[config.mk]
export PLATFORM = sky130hd
export DESIGN_NAME = fp8_pack
export DESIGN_NICKNAME = d
export VERILOG_FILES = /design/src/rtl/fp8_pkg.sv /design/src/rtl/fp8_round_pack.sv /design/src/rtl/fp8_pack.sv
export SDC_FILE = /design/constraint.sdc
export NUM_CORES = 1
export LEC_CHECK = 0
export CAP_MARGIN = 25
export CELL_PAD_IN_SITES_DETAIL_PLACEMENT = 0
export CELL_PAD_IN_SITES_GLOBAL_PLACEMENT = 1
export CORE_AREA = 2 2 94 96
export CTS_CLUSTER_DIAMETER = 100
export CTS_CLUSTER_SIZE = 40
export DETAILED_ROUTE_END_ITERATION = 7
export DIE_AREA = 0 0 96 98
export PLACE_DENSITY = 0.76
export SLEW_MARGIN = 25
export SYNTH_ARGS = -nofsm -noshare
export SYNTH_HDL_FRONTEND = slang
export SYNTH_HIERARCHICAL = 1
export SYNTH_SLANG_ARGS = --single-unit
export TNS_END_PERCENT = 1
[constraint.sdc]
create_clock -name clk -period 3.4 [get_ports clk]
set_clock_uncertainty 0.05 [all_clocks]
set_input_delay 0.68 -clock clk [delete_from_list [all_inputs] [get_ports clk]]
set_output_delay 0.68 -clock clk [all_outputs]
set_load 0.01 [all_outputs]
[src/rtl/fp8_pkg.sv]
// Shared FP8 export definitions: format codes, per-format constants and the
// stage-1 to stage-2 payload carried by the fp8_pack pipeline.
package fp8_pkg;

    typedef enum logic {
        FMT_E5M2 = 1'b0,
        FMT_E4M3 = 1'b1
    } fmt_e;

    typedef enum logic [1:0] {
        CLS_FIN  = 2'd0,
        CLS_ZERO = 2'd1,
        CLS_INF  = 2'd2,
        CLS_NAN  = 2'd3
    } cls_e;

    localparam int unsigned FP16_EW   = 5;
    localparam int unsigned FP16_MW   = 10;
    localparam int unsigned FP16_BIAS = 15;

    localparam int unsigned E5M2_BIAS = 15;
    localparam int unsigned E5M2_MW   = 2;
    localparam int unsigned E4M3_BIAS = 7;
    localparam int unsigned E4M3_MW   = 3;

    localparam logic [6:0] E5M2_MAX_MAG = 7'h7B;
    localparam logic [6:0] E5M2_INF_MAG = 7'h7C;
    localparam logic [6:0] E4M3_MAX_MAG = 7'h7E;
    localparam logic [7:0] NAN_CODE     = 8'h7F;

    typedef struct packed {
        logic                 sign;
        logic [FP16_EW-1:0]   exp;
        logic [FP16_MW-1:0]   man;
    } fp16_t;

    // Aligned value awaiting rounding. sig holds integer bit plus mantissa,
    // right-justified: E4M3 uses [3:0], E5M2 uses [2:0] with sig[3]=0.
    typedef struct packed {
        logic        sign;
        fmt_e        fmt;
        cls_e        cls;
        logic [6:0]  exp;
        logic [3:0]  sig;
        logic        g;
        logic        r;
        logic        s;
    } s1_t;

    function automatic fp16_t fp16_fields(input logic [15:0] x);
        fp16_t f;
        f.sign = x[15];
        f.exp  = x[14:10];
        f.man  = x[9:0];
        return f;
    endfunction

endpackage

[src/rtl/fp8_round_pack.sv]
// Combinational RNE rounding, overflow handling and FP8 packing of an
// aligned value; also resolves NaN/Inf/zero classes.
module fp8_round_pack #(
    parameter bit         SATURATE = 1'b1,
    parameter logic [7:0] NAN_CODE = fp8_pkg::NAN_CODE
) (
    input  fp8_pkg::s1_t i_s1,
    output logic [7:0]   o_data_c,
    output logic         o_nv_c,
    output logic         o_of_c,
    output logic         o_uf_c,
    output logic         o_nx_c
);
    import fp8_pkg::*;

    logic       w_inc;
    logic [4:0] w_sum;
    logic       w_carry;
    logic       w_norm;
    logic       w_tiny;
    logic       w_inexact;
    logic [2:0] w_mant;
    logic [6:0] w_exp_r;
    logic       w_ovf;
    logic [6:0] w_max_mag;

    always_comb begin
        w_inc     = 1'b0;
        w_sum     = 5'd0;
        w_carry   = 1'b0;
        w_norm    = 1'b0;
        w_tiny    = 1'b0;
        w_mant    = 3'd0;
        w_exp_r   = 7'd0;
        w_ovf     = 1'b0;
        w_inexact = i_s1.g | i_s1.r | i_s1.s;
        w_max_mag = (i_s1.fmt == FMT_E4M3) ? E4M3_MAX_MAG : E5M2_MAX_MAG;
        o_data_c  = 8'h00;
        o_nv_c    = 1'b0;
        o_of_c    = 1'b0;
        o_uf_c    = 1'b0;
        o_nx_c    = 1'b0;

        // Round to nearest even; sig[0] is the mantissa LSB in both layouts.
        w_inc = i_s1.g & (i_s1.r | i_s1.s | i_s1.sig[0]);
        w_sum = {1'b0, i_s1.sig} + 5'(w_inc);
        if (i_s1.fmt == FMT_E4M3) begin
            w_carry = w_sum[4];
            w_norm  = w_sum[3] | w_sum[4];
            w_mant  = w_sum[2:0];
            w_tiny  = ~i_s1.sig[3];
        end else begin
            w_carry = w_sum[3];
            w_norm  = w_sum[2] | w_sum[3];
            w_mant  = {1'b0, w_sum[1:0]};
            w_tiny  = ~i_s1.sig[2];
        end
        w_exp_r = i_s1.exp + 7'(w_carry);

        // E4M3 has no infinity and 1.111 x 2^8 encodes NaN.
        if (i_s1.fmt == FMT_E4M3) begin
            w_ovf = ($signed(w_exp_r) > 7'sd8) ||
                    (($signed(w_exp_r) == 7'sd8) && (w_mant == 3'b111));
        end else begin
            w_ovf = $signed(w_exp_r) > 7'sd15;
        end

        case (i_s1.cls)
            CLS_NAN: begin
                o_data_c = NAN_CODE;
                o_nv_c   = 1'b1;
            end
            CLS_INF: begin
                if (i_s1.fmt == FMT_E5M2) begin
                    o_data_c = {i_s1.sign, E5M2_INF_MAG};
                end else begin
                    o_data_c = SATURATE ? {i_s1.sign, E4M3_MAX_MAG} : NAN_CODE;
                    o_of_c   = 1'b1;
                end
            end
            CLS_ZERO: begin
                o_data_c = {i_s1.sign, 7'h00};
            end
            default: begin
                if (w_ovf) begin
                    o_of_c = 1'b1;
                    o_nx_c = 1'b1;
                    if (SATURATE)
                        o_data_c = {i_s1.sign, w_max_mag};
                    else if (i_s1.fmt == FMT_E5M2)
                        o_data_c = {i_s1.sign, E5M2_INF_MAG};
                    else
                        o_data_c = NAN_CODE;
                end else begin
                    o_nx_c = w_inexact;
                    o_uf_c = w_tiny & w_inexact;
                    if (i_s1.fmt == FMT_E4M3)
                        o_data_c = {i_s1.sign,
                                    w_norm ? 4'(w_exp_r + 7'(E4M3_BIAS)) : 4'd0,
                                    w_mant};
                    else
                        o_data_c = {i_s1.sign,
                                    w_norm ? 5'(w_exp_r + 7'(E5M2_BIAS)) : 5'd0,
                                    w_mant[1:0]};
                end
            end
        endcase
    end

endmodule

[src/rtl/fp8_pack.sv]
// FP16 -> FP8 (E5M2/E4M3) return-path encoder: two-stage valid/ready pipeline
// with sticky exception flags.
module fp8_pack #(
    parameter bit         SATURATE = 1'b1,
    parameter logic [7:0] NAN_CODE = fp8_pkg::NAN_CODE
) (
    input  logic        clk,
    input  logic        rst,
    input  logic        in_valid,
    output logic        in_ready,
    input  logic [15:0] in_data,
    input  logic        in_fmt,
    output logic        out_valid,
    input  logic        out_ready,
    output logic [7:0]  out_data,
    input  logic        flag_clr,
    output logic        flag_nv,
    output logic        flag_of,
    output logic        flag_uf,
    output logic        flag_nx
);
    import fp8_pkg::*;

    logic        r_s1_valid;
    s1_t         r_s1;
    logic        r_out_valid;
    logic [7:0]  r_out_data;
    logic [3:0]  r_s2_flags;
    logic [3:0]  r_flags;

    logic        w_adv1;
    logic        w_adv2;
    logic        w_out_hs;
    fp16_t       w_f;
    fmt_e        w_fmt;
    logic [10:0] w_sig11;
    logic signed [6:0] w_e;
    logic signed [6:0] w_emin;
    logic signed [6:0] w_sh;
    logic [21:0] w_wide;
    logic [10:0] w_al;
    logic        w_low;
    s1_t         w_s1;
    logic [7:0]  w_pk_data;
    logic        w_pk_nv;
    logic        w_pk_of;
    logic        w_pk_uf;
    logic        w_pk_nx;

    assign w_adv2   = !r_out_valid || out_ready;
    assign w_adv1   = !r_s1_valid || w_adv2;
    assign w_out_hs = r_out_valid && out_ready;
    assign in_ready = w_adv1;

    // Stage 1: classify, align into the target range, form guard/round/sticky.
    always_comb begin
        w_f     = fp16_fields(in_data);
        w_fmt   = fmt_e'(in_fmt);
        w_sig11 = {(w_f.exp != 5'd0), w_f.man};
        w_e     = (w_f.exp == 5'd0) ? -7'sd14
                                    : $signed({2'b00, w_f.exp}) - 7'sd15;
        w_emin  = (w_fmt == FMT_E4M3) ? -7'sd6 : -7'sd14;
        w_sh    = w_emin - w_e;
        w_wide  = {w_sig11, 11'd0};
        if (w_sh >= 7'sd12)
            w_wide = {21'd0, |w_sig11};
        else if (w_sh > 7'sd0)
            w_wide = {w_sig11, 11'd0} >> w_sh[3:0];
        w_al  = w_wide[21:11];
        w_low = |w_wide[10:0];

        w_s1      = '0;
        w_s1.sign = w_f.sign;
        w_s1.fmt  = w_fmt;
        w_s1.exp  = 7'((w_sh > 7'sd0) ? w_emin : w_e);
        if (w_fmt == FMT_E4M3) begin
            w_s1.sig = w_al[10:7];
            w_s1.g   = w_al[6];
            w_s1.r   = w_al[5];
            w_s1.s   = (|w_al[4:0]) | w_low;
        end else begin
            w_s1.sig = {1'b0, w_al[10:8]};
            w_s1.g   = w_al[7];
            w_s1.r   = w_al[6];
            w_s1.s   = (|w_al[5:0]) | w_low;
        end
        if (w_f.exp == 5'h1F)
            w_s1.cls = (w_f.man != 10'd0) ? CLS_NAN : CLS_INF;
        else if ((w_f.exp == 5'd0) && (w_f.man == 10'd0))
            w_s1.cls = CLS_ZERO;
        else
            w_s1.cls = CLS_FIN;
    end

    fp8_round_pack #(
        .SATURATE (SATURATE),
        .NAN_CODE (NAN_CODE)
    ) u_round_pack (
        .i_s1     (r_s1),
        .o_data_c (w_pk_data),
        .o_nv_c   (w_pk_nv),
        .o_of_c   (w_pk_of),
        .o_uf_c   (w_pk_uf),
        .o_nx_c   (w_pk_nx)
    );

    always_ff @(posedge clk or posedge rst) begin
        if (rst) begin
            r_s1_valid  <= 1'b0;
            r_s1        <= '0;
            r_out_valid <= 1'b0;
            r_out_data  <= 8'h00;
            r_s2_flags  <= 4'd0;
            r_flags     <= 4'd0;
        end else begin
            if (w_adv1) begin
                r_s1_valid <= in_valid;
                if (in_valid)
                    r_s1 <= w_s1;
            end
            if (w_adv2) begin
                r_out_valid <= r_s1_valid;
                if (r_s1_valid) begin
                    r_out_data <= w_pk_data;
                    r_s2_flags <= {w_pk_nv, w_pk_of, w_pk_uf, w_pk_nx};
                end
            end
            // A clear in the same cycle as a handshake keeps that result's events.
            if (flag_clr)
                r_flags <= w_out_hs ? r_s2_flags : 4'd0;
            else if (w_out_hs)
                r_flags <= r_flags | r_s2_flags;
        end
    end

    assign out_valid = r_out_valid;
    assign out_data  = r_out_data;
    assign flag_nv   = r_flags[3];
    assign flag_of   = r_flags[2];
    assign flag_uf   = r_flags[1];
    assign flag_nx   = r_flags[0];

endmodule

Word level (Yosys, flattened, before mapping) --
Index checks and enable logic that the tools add are counted.
Word-level totals: flip-flop bits (word level) 36, bits of input ports 22, output and inout port bits 14, word-level logic and storage cells 96
Operators by class: $lt $le $gt $ge 4, muxes and demuxes 32, shift operators 1, eq/ne operators 6, bitwise gates (word level) 13, add/subtract/negate cells 6, reductions and logical operators 21
Operators with widths (number):
- 22-bit 2-to-1 mux | 2
- 7-bit 2-to-1 mux | 5
- 8-bit case mux with 3 select lines | 1
- 11-bit OR reduction | 2
- 22-bit by 4-bit right shift with 22-bit output | 1
- 4-bit 2-to-1 mux | 5
- 7-bit by 5-bit > comparator with 1-bit output (second input constant) | 2
- 1-bit 2-to-1 mux | 13
- 10-bit zero test | 1
- 10-bit nonzero test | 1
- 1-bit bitwise OR | 8
- 7-bit by 1-bit adder with 7-bit output | 1
- 7-bit by 5-bit equality test with 1-bit output (second input constant) | 1
- 7-bit by 5-bit >= comparator with 1-bit output (second input constant) | 1
- 7-bit by 1-bit > comparator with 1-bit output (second input constant) | 1
- 5-bit by 7-bit subtractor with 7-bit output | 1
- 3-bit 2-to-1 mux | 2
- 6-bit OR reduction | 1
- 5-bit by 4-bit subtractor with 6-bit output (second input constant) | 1
- 4-bit by 1-bit adder with 5-bit output | 1
- 5-bit by 4-bit adder with 5-bit output (second input constant) | 1
- 5-bit equality test (second input constant) | 1
- 5-bit zero test | 1
- 5-bit 2-to-1 mux | 1
- 18 further kinds | 28

Depth between registers and ports, before layout --
depth in word-level cells 12, mapped depth 18, mapped depth without buffers 17

Cells and area by module --
Netlist, hierarchy kept.
Modules (own cells, without submodules):
- fp8_pack | cells each 258, times used 1, area an instance 2401.1 µm²
- fp8_round_pack | cells each 105, times used 1, area an instance 782.0 µm²

Worst setup path before layout --
Ideal clock, no wire load.
kind input port to flip-flop, start point input port in_data[10], end point register r_s1[0] (netlist name), setup slack -0.493 ns, data required time 3.221 ns, arrival 3.714 ns, cell stages on the path 16, cell sequence clkbuf_1 inv_1 ha_1 or4b_1 buf_2 buf_6 nand2b_1 ha_1 clkbuf_1 or3_1 nor3_1 nor3_1 o311ai_2 a32oi_1 o32ai_2 a21oi_1
On the way: cells in the longest elaborated chain, start to end 9
RTL lines:
- start: declaration | line fp8_pack.sv:11 | input logic [15:0] in_data,
- 5-bit by 4-bit subtractor with 6-bit output or 5-bit zero test (tied branches) | line fp8_pack.sv:61, fp8_pack.sv:60
- 7-bit 2-to-1 mux | line fp8_pack.sv:60 | w_e = (w_f.exp == 5'd0) ? -7'sd14
- 5-bit by 7-bit subtractor with 7-bit output | line fp8_pack.sv:63 | w_sh = w_emin - w_e;
- 7-bit by 1-bit > comparator with 1-bit output or 22-bit by 4-bit right shift with 22-bit output (tied branches) | line fp8_pack.sv:67, fp8_pack.sv:68
- 22-bit 2-to-1 mux | line fp8_pack.sv:67 | else if (w_sh > 7'sd0)
- 22-bit 2-to-1 mux * | line fp8_pack.sv:65 | if (w_sh >= 7'sd12)
- 11-bit OR reduction (tied with other cells) | line fp8_pack.sv:70 | w_low = |w_wide[10:0];
- 1-bit bitwise OR, on equally long branches | line fp8_pack.sv:85, fp8_pack.sv:80
- 7-bit 2-to-1 mux * | line fp8_pack.sv:76 | if (w_fmt == FMT_E4M3) begin
- end signal: assignment | line fp8_pack.sv:119 | r_s1 <= w_s1;
- end: declaration | line fp8_pack.sv:25 | s1_t r_s1;
Every way passes the cells marked *; elsewhere a longest branch is shown, timed or not. A chain may end at the register's enable or synchronous reset.

Final worst setup path --
start point register r_s1[2] (netlist name), end point register r_out_data[4], in the netlist out_data[4]
On the way: cells in the longest elaborated chain, start to end 10
RTL lines:
- 1-bit AND * | line fp8_round_pack.sv:45 | w_inc = i_s1.g & (i_s1.r | i_s1.s | i_s1.sig[0]);
- 4-bit by 1-bit adder with 5-bit output * | line fp8_round_pack.sv:46 | w_sum = {1'b0, i_s1.sig} + 5'(w_inc);
- parallel branches: the longest is 6 deep, another holds 7-bit by 1-bit adder with 7-bit output
- 7-bit 2-to-1 mux * | line fp8_round_pack.sv:85 | if (w_ovf) begin
- 8-bit case mux with 3 select lines * | line fp8_round_pack.sv:68 | case (i_s1.cls)
- net w_pk_data[4] | line fp8_pack.sv:44 | logic [7:0] w_pk_data;
- end signal: assignment | line fp8_pack.sv:124 | r_out_data <= w_pk_data;
- end: declaration | line fp8_pack.sv:27 | logic [7:0] r_out_data;
Mark *: on every way through the listed nets, which the timed path passes.

==> impl_metrics.json <==
{
  "vias_per_cell": 5.60,
  "synth-main-ff-cell": "dfrtp_1",
  "final_common_cell": "buf_4",
  "synth_fp_nets": 397,
  "grt_max_degree": 36,
  "path_max_fanout": 6,
  "async_flop_share_pct": 100,
  "busiest_layer": "met2",
  "path_cells": "and2_4 -> ha_4 -> and3_4 -> a21oi_2 -> nand2b_4 -> o31ai_4 -> ha_2 -> buf_4 -> buf_4 -> and3b_1 -> a31oi_1 -> a2111oi_4 -> a21o_1 -> a211oi_4 -> o21ai_1 -> mux2_4",
  "status": "completed",
  "dpl_cell_area_um2": 4070,
  "start_util_pct": 37.6,
  "htree_levels": 2,
  "hpwl_mm": 6.52,
  "fin_nets": 492,
  "grt_pass1_vias": 3076,
  "fin_crit_sh_pct": 96.6,
  "crit_type": "register to register",
  "fp.dieH_um": 98,
  "yosysWarnings": 6,
  "place.gp.congestion": 0.871,
  "rows": 34,
  "worst_pin_slew_ps": 535,
  "max_slew_margin_pct": 63.9,
  "clk_path_buf_depth": 2,
  "wl_per_cell_um": 15.2,
  "syn-mean-instance-area_um2": 8.77,
  "ir_worst_vdd_mv": 0.201,
  "clk_pin_slew_ps": 70,
  "fin_setup_tns_ps": 0,
  "design_area_um2": 4380,
  "grt_use_met3_pct": 2.39,
  "final-setup-viol-count": 0,
  "coreArea_um2": 8470,
  "antenna_found_initial": 0,
  "critPathLaunchType": "register",
  "syn_inst": 363,
  "multiInputGateArea_um2": 2270,
  "seqCellArea_um2": 876,
  "dieArea_um2": 9410,
  "hp-start": "r_s1_valid",
  "die_x_um": 96,
  "grt_pass1_wl_mm": 14.5,
  "drtIter0Drc": 115,
  "cts_inserted_buffers": 5,
  "ios": 36,
  "clock_sinks": 35,
  "drc": 0,
  "grt_remaining_overflow": 0,
  "cts_hold_buf": 0,
  "portBuffers": 35,
  "critPathTopFamily": "compound AO/OA/AOI/OAI gates",
  "cts-root-buf": "clkbuf_8",
  "cts_tree": "built",
  "synth-edff-count": 0,
  "grt_util_met1_pct": 27.7,
  "hp-class": "register to register",
  "diodes": 0,
  "crit_start": "r_s1[2]",
  "syn-cell-area_um2": 3180,
  "wl_mm": 8.61,
  "clock_latency_ps": 290,
  "crit_buf_inv": 2,
  "ys_seq_elements": 35,
  "syn2layout_area_growth_pct": 37.5,
  "timing.final.hold_violations": 0,
  "max_stage_delay_ps": 380,
  "cp_slowest_cell": "dfrtp_1",
  "end_kind": "register",
  "fmax_ghz": 0.305,
  "num_vias": 3171,
  "rsz0062_at_grt": "yes",
  "power_density_nw_per_um2": 430,
  "grt.total_usage_pct": 18.9,
  "grtUsageMet2_pct": 30.2,
  "r2r_start": "r_s1[2]",
  "ant_nets": 0,
  "p_leak_nw": 1.86,
  "drt_pass1_iterations": 4,
  "most-common-layout-cells": "buf_4 (72), dfrtp_1 (35), clkdlybuf4s50_1 (30)",
  "ys_seq_area_share_pct": 27.5,
  "synth.distinct_cells": 77,
  "critPathArrivalTime_ps": 3410,
  "nFillCells": 791,
  "drive_gt1_share_pct": 32.5,
  "crit_top_cell": "buf_4",
  "critPathRequiredTime_ps": 3520,
  "min_period_ps": 3280,
  "drv_slew": 0,
  "max_cap_violations": 0
}
through the flow:
| step | setup WS, ps | utilization, % | std cells | power, mW | hold WS (ps) |
|---|---|---|---|---|---|
| floorplan | -111 | - | 363 | 1.14 | 407 |
| global placement | -395 | 48.1 | 550 | 1.48 | 417 |
| detailed placement | -485 | 48.1 | 550 | 1.50 | 440 |
| CTS | 20.5 | 50.2 | 562 | 1.84 | 455 |
| global route | -68.7 | 51.7 | 566 | 2.02 | 475 |
| finish | 117 | 51.7 | 566 | 1.88 | 451 |
power by group:
group / total (mW) / leakage, nW / internal [mW] / switching [mW]
Clock: 0.305 / 0.0470 / 0.159 / 0.146
Combinational: 0.968 / 1.39 / 0.527 / 0.441
Sequential: 0.610 / 0.427 / 0.515 / 0.0948
logic make-up after synthesis:
kind of cell	count (synthesis)	synth area share, %
AOI/OAI and AO/OA	120	28.4
xor gates and xnor gates	16	4.64
adders and majority gates	12	4.72
buffers and inverters	46	6.88
DFF	35	27.5
muxes	24	9.43
and+or+nand+nor	110	18.4
flip-flops by register name, indices dropped and copies added (netlist names):
name,cells
r_flags,4
r_s1,17
r_s1_valid,1
out_valid,1
out_data,8
r_s2_flags,4
Yosys cell counts, drive strengths merged (5+ instances only):
cell type / number / area [µm²]
inv: 25 / 93.8
nor2: 19 / 71.3
o31ai: 5 / 37.5
nand2: 26 / 97.6
a21oi: 20 / 100
o21a: 5 / 37.5
nand3: 15 / 80.1
and2: 5 / 33.8
buf: 11 / 87.6
a211oi: 6 / 55.1
nand2b: 8 / 50.1
clkbuf: 9 / 33.8
xnor2: 8 / 70.1
mux2: 18 / 203
ha: 12 / 150
dfrtp: 35 / 876
a2111oi: 7 / 98.8
o21ai: 29 / 149
nor3: 10 / 50.1
xor2: 8 / 77.6
per-layer routing:
layer	part of all wire (%)	up-vias	routed length, µm
met5	0	-	0
li1	-	1555	-
met1	48	1562	4100
met2	49	45	4250
met3	2.0	9	168
met4	1.0	0	86
cell type report:
| cell class | instances | share of cell area, % |
|---|---|---|
| clock buffers | 6 | 1.89 |
| inverters | 26 | 2.40 |
| well taps | 108 | 3.09 |
| flip-flops and latches | 35 | 20.0 |
| clock inverters | 1 | 0.114 |
| repair buffers | 108 | 20.6 |
| multi-input cells | 282 | 51.9 |
path summary, 6_finish.rpt:
path | endpoint | slack (ps) | cells after the start
worst min-delay path | out_valid | 450 | 1
worst min register to register | out_valid | 450 | 1
worst max register to register | out_data[4] | 120 | 16
worst max-delay path | out_data[4] | 120 | 16
max in group asynchronous | r_s1[4] | 2250 | 3
min in group asynchronous | out_data[7] | 730 | 3
repair_timing:
action / 4_1_cts / 5_1_grt
pin swaps: 9 / 18
buffers inserted: 5 / 4
resized for setup: 21 / 25
endpoints found under the hold margin: 0 / 0
endpoints found under the setup margin: 12 / 14
Note: power is estimated with default switching activity, not from simulation.
